===== src/rtl/parking_pkg.sv =====
// Shared types and constants for the parking gate controller.
package parking_pkg;

    typedef enum logic [1:0] {StIdle, StOpenIn, StOpenOut, StSettle} state_t;

    localparam int unsigned SETTLE_LEN = 4;

    // Active-low {g,f,e,d,c,b,a} patterns for digits 0..9
    localparam logic [6:0] SEG_PATTERN [10] = '{
        7'b1000000, 7'b1111001, 7'b0100100, 7'b0110000, 7'b0011001,
        7'b0010010, 7'b0000010, 7'b1111000, 7'b0000000, 7'b0010000
    };

endpackage


===== src/rtl/parking_gate_ctrl_seg7_decode.sv =====
// Combinational 4-bit value to active-low 7-segment pattern; out-of-range values blank.
module seg7_decode
    import parking_pkg::*;
(
    input  logic [3:0] value,
    output logic [6:0] seg
);

    always_comb begin
        seg = 7'b1111111;
        case (value)
            4'd0:    seg = SEG_PATTERN[0];
            4'd1:    seg = SEG_PATTERN[1];
            4'd2:    seg = SEG_PATTERN[2];
            4'd3:    seg = SEG_PATTERN[3];
            4'd4:    seg = SEG_PATTERN[4];
            4'd5:    seg = SEG_PATTERN[5];
            4'd6:    seg = SEG_PATTERN[6];
            4'd7:    seg = SEG_PATTERN[7];
            4'd8:    seg = SEG_PATTERN[8];
            4'd9:    seg = SEG_PATTERN[9];
            default: seg = 7'b1111111;
        endcase
    end

endmodule


===== src/rtl/parking_gate_ctrl.sv =====
// Parking gate controller: entry/exit FSM, occupancy counter and two-digit scanned display.
module parking_gate_ctrl
    import parking_pkg::*;
#(
    parameter int unsigned CAPACITY     = 8,
    parameter int unsigned GATE_TIMEOUT = 1000,
    parameter int unsigned SCAN_DIV     = 5000
) (
    input  logic       clk,
    input  logic       rst,
    input  logic       entry_req,
    input  logic       exit_req,
    input  logic       pass_done,
    output logic       gate_open,
    output logic       gate_dir,
    output logic       reject,
    output logic [3:0] occupancy,
    output logic       full,
    output logic       empty,
    output logic [6:0] seg,
    output logic [7:0] AN
);

    localparam int unsigned TW = (GATE_TIMEOUT > 1) ? $clog2(GATE_TIMEOUT) : 1;
    localparam int unsigned SW = (SCAN_DIV > 1) ? $clog2(SCAN_DIV) : 1;
    localparam logic [3:0]    CAP          = 4'(CAPACITY);
    localparam logic [TW-1:0] TIMEOUT_LAST = TW'(GATE_TIMEOUT - 1);
    localparam logic [SW-1:0] SCAN_LAST    = SW'(SCAN_DIV - 1);
    localparam logic [1:0]    SETTLE_LAST  = 2'(SETTLE_LEN - 1);

    state_t        state;
    logic [TW-1:0] timer;
    logic [1:0]    settle_cnt;
    logic [3:0]    holdoff;
    logic          take_exit;
    logic          take_entry;
    logic          refused;

    assign full       = (occupancy == CAP);
    assign empty      = (occupancy == 4'd0);
    assign take_exit  = exit_req && !empty;
    assign take_entry = entry_req && !take_exit && !full;
    assign refused    = (entry_req && full) || (exit_req && empty);

    always_ff @(posedge clk) begin
        if (rst) begin
            state      <= StIdle;
            gate_open  <= 1'b0;
            gate_dir   <= 1'b0;
            reject     <= 1'b0;
            occupancy  <= 4'd0;
            timer      <= '0;
            settle_cnt <= 2'd0;
            holdoff    <= 4'd0;
        end else begin
            reject <= 1'b0;
            if (holdoff != 4'd0) holdoff <= holdoff - 4'd1;
            // A fresh request after both lines drop may be refused immediately.
            if (!entry_req && !exit_req) holdoff <= 4'd0;
            unique case (state)
                StIdle: begin
                    timer      <= '0;
                    settle_cnt <= 2'd0;
                    if (take_exit) begin
                        state     <= StOpenOut;
                        gate_open <= 1'b1;
                        gate_dir  <= 1'b0;
                    end else if (take_entry) begin
                        state     <= StOpenIn;
                        gate_open <= 1'b1;
                        gate_dir  <= 1'b1;
                    end else if (refused && holdoff == 4'd0) begin
                        reject  <= 1'b1;
                        holdoff <= 4'd15;
                    end
                end
                StOpenIn, StOpenOut: begin
                    if (pass_done) begin
                        if (state == StOpenIn && occupancy != CAP) begin
                            occupancy <= occupancy + 4'd1;
                        end else if (state == StOpenOut && occupancy != 4'd0) begin
                            occupancy <= occupancy - 4'd1;
                        end
                        state     <= StSettle;
                        gate_open <= 1'b0;
                    end else if (timer == TIMEOUT_LAST) begin
                        state     <= StSettle;
                        gate_open <= 1'b0;
                    end else begin
                        timer <= timer + TW'(1);
                    end
                end
                StSettle: begin
                    if (settle_cnt == SETTLE_LAST) state <= StIdle;
                    else settle_cnt <= settle_cnt + 2'd1;
                end
                default: state <= StIdle;
            endcase
        end
    end

    logic [SW-1:0] scan_cnt;
    logic          slot;
    logic          slot_next;
    logic [3:0]    shown;
    logic [6:0]    seg_next;

    always_comb begin
        slot_next = slot;
        if (scan_cnt == SCAN_LAST) slot_next = ~slot;
        shown = slot_next ? (CAP - occupancy) : occupancy;
    end

    seg7_decode u_seg7_decode (
        .value (shown),
        .seg   (seg_next)
    );

    // AN and seg are both derived from slot_next so they switch on the same edge.
    always_ff @(posedge clk) begin
        if (rst) begin
            scan_cnt <= '0;
            slot     <= 1'b0;
            AN       <= 8'b11111110;
            seg      <= SEG_PATTERN[0];
        end else begin
            scan_cnt <= (scan_cnt == SCAN_LAST) ? '0 : scan_cnt + SW'(1);
            slot     <= slot_next;
            AN       <= slot_next ? 8'b11111101 : 8'b11111110;
            seg      <= seg_next;
        end
    end

endmodule


===== config.mk =====
export PLATFORM = sky130hd
export DESIGN_NAME = parking_gate_ctrl
export DESIGN_NICKNAME = d
export VERILOG_FILES = /design/src/rtl/parking_pkg.sv /design/src/rtl/parking_gate_ctrl_seg7_decode.sv /design/src/rtl/parking_gate_ctrl.sv
export SDC_FILE = /design/constraint.sdc
export NUM_CORES = 1
export LEC_CHECK = 0
export CAP_MARGIN = 20
export CORE_MARGIN = 4
export CORE_UTILIZATION = 51
export DETAILED_ROUTE_END_ITERATION = 10
export PLACE_DENSITY_LB_ADDON = 0.25
export SLEW_MARGIN = 0
export SYNTH_ARGS = -nofsm -noshare
export SYNTH_HDL_FRONTEND = slang
export SYNTH_SLANG_ARGS = --single-unit

===== constraint.sdc =====
create_clock -name clk -period 3.39 [get_ports clk]
set_input_delay 0.678 -clock clk [delete_from_list [all_inputs] [get_ports clk]]
set_output_delay 0.678 -clock clk [all_outputs]
set_load 0.03 [all_outputs]

## After elaboration in Yosys (flattened, before gate mapping)

Memories as Yosys holds them, arrays and structs flattened. A register that Yosys moved wholly into a read port is not among the register bits.
Index checks and enable logic that the tools add are counted.

- ROM bits: 112
- Memories: 1
- Bits in registers: 47
- Output and inout port bits: 24
- Word-level logic and storage cells: 97

Memories:

| memory | depth | width | rd ports | clocked after memory_dff | write ports | line | source |
|---|---|---|---|---|---|---|---|
| (no name shown) | 16 | 7 | 1 | 1 | 0 | parking_gate_ctrl_seg7_decode.sv:11 | `case (value)` |

- Eq/ne operators: 14
- Bitwise operators: 2
- Reduce and logical (&&, ||, !) cells: 33
- Muxes and demuxes: 29
- Add/sub/neg operators: 7

Operators with widths:

| cell | number |
|---|---|
| 4-bit two-way mux | 9 |
| 10-bit two-way mux | 2 |
| 10-bit one-hot mux with 2 select lines | 1 |
| 2-bit two-way mux | 7 |
| 13-bit by 1-bit adder with 13-bit output, second input constant | 1 |
| 13-bit equality test, second input constant | 1 |
| 3-bit AND reduction | 4 |
| 10-bit by 1-bit adder with 10-bit output, second input constant | 1 |
| 10-bit equality test, second input constant | 1 |
| 1-bit logical AND | 9 |
| 4-bit logical NOT | 2 |
| 2-bit inequality test, second input constant | 4 |
| 2-bit nonzero test | 4 |
| 4-bit nonzero test | 2 |
| 4-bit by 1-bit subtractor with 4-bit output, second input constant | 2 |
| 1-bit two-way mux | 7 |
| 2-bit equality test, second input constant | 3 |
| 3-bit inequality test, second input constant | 2 |
| 2-bit one-hot mux with 3 select lines | 1 |
| 1-bit logical NOT | 5 |
| 4-bit by 1-bit adder with 4-bit output, second input constant | 1 |
| 4-bit equality test, second input constant | 1 |
| 4-bit inequality test, second input constant | 1 |
| 2-bit one-hot mux with 2 select lines | 1 |
| other kinds (10) | 13 |

## Logic depth before layout (Yosys ltp)

- Word-level depth: 9
- Gate-level depth with buffers: 12
- Depth with buffers taken out: 11

## Cells and area by module

A second synthesis with hierarchy kept.

- Cells, all modules: 314
- Area total of the unflattened synthesis: 2688.8 sq um

By module, submodules not included:

| module | area an instance (sq um) | instances | sequential area each (sq um) | cells an instance |
|---|---|---|---|---|
| parking_gate_ctrl | 2488.6 | 1 | 940.9 | 283 |
| seg7_decode | 200.2 | 1 | 0.0 | 31 |

## Least setup slack after synthesis

No wires, ideal clock.

- Path type: flip-flop to flip-flop
- From: reg occupancy[0]
- To: reg occupancy[3]
- Buffers on the path: 1
- Data required time: 3262 ps
- Arrival time: 2454 ps
- Path slack: 808 ps
- Cell stages (with the launch flop): 13
- Clock period less this slack: 2582 ps
- Cell sequence: dfxtp_1 -> bufbuf_16 -> inv_1 -> ha_1 -> nand3b_1 -> nand2_1 -> ha_1 -> a21o_1 -> a21oi_1 -> xnor2_1 -> nand2_1 -> xor2_1 -> nor2_1

- Cells in the longest elaborated chain, start to end: 4
- Elaborated cells on any way between the ends: 10
- Classes of those cells: add/sub: 2; eq/ne: 1; mux: 2; reduce/logical: 5

Ends and longest elaborated chain:

| what | line | source |
|---|---|---|
| from (decl) | parking_gate_ctrl.sv:17 | `output logic [3:0] occupancy,` |
| from (signal assigned) | parking_gate_ctrl.sv:80 | `occupancy <= occupancy + 4'd1;` |
| from (signal assigned) | parking_gate_ctrl.sv:82 | `occupancy <= occupancy - 4'd1;` |
| branches (longest 4 deep; another with 4-bit by 1-bit subtractor with 4-bit output) | - |  |

Parallel ways; which one is timed is not known. The select of a mux whose other input is x is not followed.
A chain may end at the register's enable or synchronous reset.

## Worst setup path after layout

- From: reg occupancy[0]
- To: out empty

- Cells in the longest elaborated chain, start to end: 1

Ends and longest elaborated chain:

| what | line | source |
|---|---|---|
| 4-bit logical NOT | parking_gate_ctrl.sv:40 | `assign empty = (occupancy == 4'd0);` |
| to (decl) | parking_gate_ctrl.sv:19 | `output logic empty,` |

No other way between the ends.

==> flow_summary_export.csv <==
group,metric,value,unit
yosys,synth_seq_area_share,36.6,%
clock_network,cts.sinks,47,
place,placed_cells,375,
sta,maxSlewHeadroom,40.7,%
yosys,synth-warning-count,0,
sta,setup_violations,0,
critical_path,cp-startpoint,"occupancy[0]",
power_and_ir_drop,p_per_area,546,nW/um2
clock_network,cts_tree,"built",
sta,hold_violations,0,
critical_path,endpoint_kind,"primary output",
run_status,status,"finished, final reports clean",
grt,antenna_found_initial,0,
final_layout,fillCellCount,429,
run,drv_cap,0,
place,dpl-instance-area,2770,um2
sta,drv_slew,0,
floorplanning,die-width,79.0,um
sta,fmax,315,MHz
drt,drt_wl_total,4640,um
grt,track_usage,16.3,%
yosys,ys_ff_latch,47,
yosys,synth_largest_area_cell,"dfxtp_1",
min_path,min_from,"gate_open",
final_layout,final_nets,336,
clock_network,insertion_delay,290,ps
sta,finalCritPeriodShare,93.6,%
floorplanning,die_y,79.0,um
critical_path,worst-path-max-fanout,9,
floorplanning,core-area,4820,um2
yosys,synth_edf_count,0,
yosys,synthDistinctLibCells,60,
clock_network,h-tree-depth,2,
grt,grt_pass1_vias,1921,
floorplanning,dieArea,6240,um2
place,dp_hpwl,3360,um
yosys,syn_area_per_cell,8.72,um2
drt,drc_errors,0,
yosys,yosysMostFrequentCell,"dfxtp_1",
critical_path,worst_setup_path_start_kind,"flip-flop",
clock_network,cts-root-buf,"clkbuf_8",
drt,dr.pass1.iters,4,
clock_network,post_cts_resized,0,
final_layout,num_antenna_cells,0,
min_path,hp-class,"reg -> reg",
final_layout,synthToLayoutAreaGrowth,11.2,%
yosys,synthArstFlopShare,0,%
grt,grt_max_degree,24,
critical_path,crit_type,"reg -> out",
power_and_ir_drop,peakVddDrop,282,uV
sta,finalCriticalPeriod,3170,ps
sta,tns,0,ps
drt,wl_per_cell,12.1,um
final_layout,fin_area,2860,um2
yosys,ys_top_cells_by_count,"47 x dfxtp_1, 42 x nor2_1, 19 x a21oi_1, 16 x nand2_1",
grt,overflow,0,
floorplanning,top_level_ports,29,
sta,rsz0062_at_grt,"no",
clock_network,cts_max_path_buffers,2,
floorplanning,rows,25,
critical_path,cp.arrival,2490,ps
clock_network,numCtsBuffers,5,
yosys,synth-main-ff-cell,"dfxtp_1",
drt,num_vias,2006,
drt,avgViaCountPerCell,5.25,
sta,tightest_slew,880,ps
place,pre_cts_ws,554,ps
clock_network,holdBufCountCts,0,
final_layout,fin_cells,382,
drt,postRouteAntennaNets,0,
clock_network,cts_setup_buffers,0,
yosys,synth_top_area_share,36.6,%
critical_path,cp.required,2710,ps
critical_path,r2r-start,"scan_cnt[0]",
floorplanning,initial_core_util,53.4,%
place,gp_congestion,0.836,
sta,finClkSkew,5.11,ps
yosys,synth.cell_area,2570,um2
final_layout,final_util,59.4,%
power_and_ir_drop,p_leak,1.10,nW
yosys,synthTopCellsByArea,"dfxtp_1 37%, ha_1 7.3%, nor2_1 6.1%, xor2_1 5.1%, a21oi_1 3.7%",
clock_network,cts.clk_slew.worst_paths,80,ps
grt,grt_pass1_wl,8350,um
place,io_buffers,22,
drt,first_iter_violations,83,
sta,worst_slack,218,ps
final_layout,drive_above_1_share,6.03,%
yosys,syn_inst,295,
-- sequential cells by signal (all words and copies together) (netlist names) --
signal	cells
scan_cnt	13
timer	10
seg	7
holdoff	4
occupancy	4
AN	2
settle_cnt	2
state	2
gate_dir	1
gate_open	1
reject	1
-- area by class of cell --
type	instances	area, um2	area share [%]
clock inverter	1	5.00	0.175
timing repair buffer	23	228	7.96
multi-input combinational	223	1460	51.2
tap	67	83.8	2.93
clock buffer	6	82.6	2.89
inverter	15	56.3	1.97
sequential	47	941	32.9
-- cells by family (layout without fill, tap and decap cells) --
group,after synthesis,count (layout),synth area share (%)
compound gates,56,56,14.2
other cells,1,6,0.146
simple gates,119,119,24.4
mux,2,2,0.973
buf+inv,30,45,7.20
xor+xnor,24,24,8.47
fa+ha+maj,16,16,8.08
flops,47,47,36.6
-- stage by stage --
step,power [W],hold WS (ps)
floorplan,0.00112,438
global placement,0.00122,455
detailed placement,0.00123,460
CTS,0.00158,472
global route,0.00168,516
finish,0.00156,464
-- power breakdown --
part           switching [W]  total (W)  internal (W)
Combinational       0.000317   0.000559      0.000242
Sequential         0.0000480   0.000660      0.000612
Clock               0.000180   0.000341      0.000160
-- routing by layer --
metal / vias up / global-route usage, % / share of wire [%]
met4: 0 / 6.70 / 1.4
met1: 900 / 20.3 / 50
met3: 7 / 3.06 / 3.4
li1: 1062 / - / -
met5: - / 0 / 0
met2: 37 / 27.6 / 45
-- cells in the final DEF (no fill, tap or decap), types with 4 or more instances in the layout --
master           netlist  layout
dfxtp_1               47      47
nor2_1                42      42
clkdlybuf4s50_1        0      22
a21oi_1               19      19
nand2_1               16      16
inv_1                 15      15
xor2_1                15      15
ha_1                  15      15
o21ai_0               13      13
nand3_1               12      12
xnor2_1                8       8
and3_1                 6       6
conb_1                 1       6
clkbuf_8               1       6
nor3_1                 5       5
nand4_1                5       5
nand2b_1               4       4
-- worst max-delay path, cell delays in order (launching register included) --
cell,delay (ps)
dfxtp_1,420
inv_1,190
ha_1,320
or3b_2,530
inv_1,70
clkdlybuf4s50_1,660
-- worst paths after layout --
kind,to,slack (ps),cells after the start
max reg2reg,seg[6],730,7
max,empty,220,5
min reg2reg,gate_open,460,2
min,gate_open,460,2
Power figures use the tool's default switching activity.
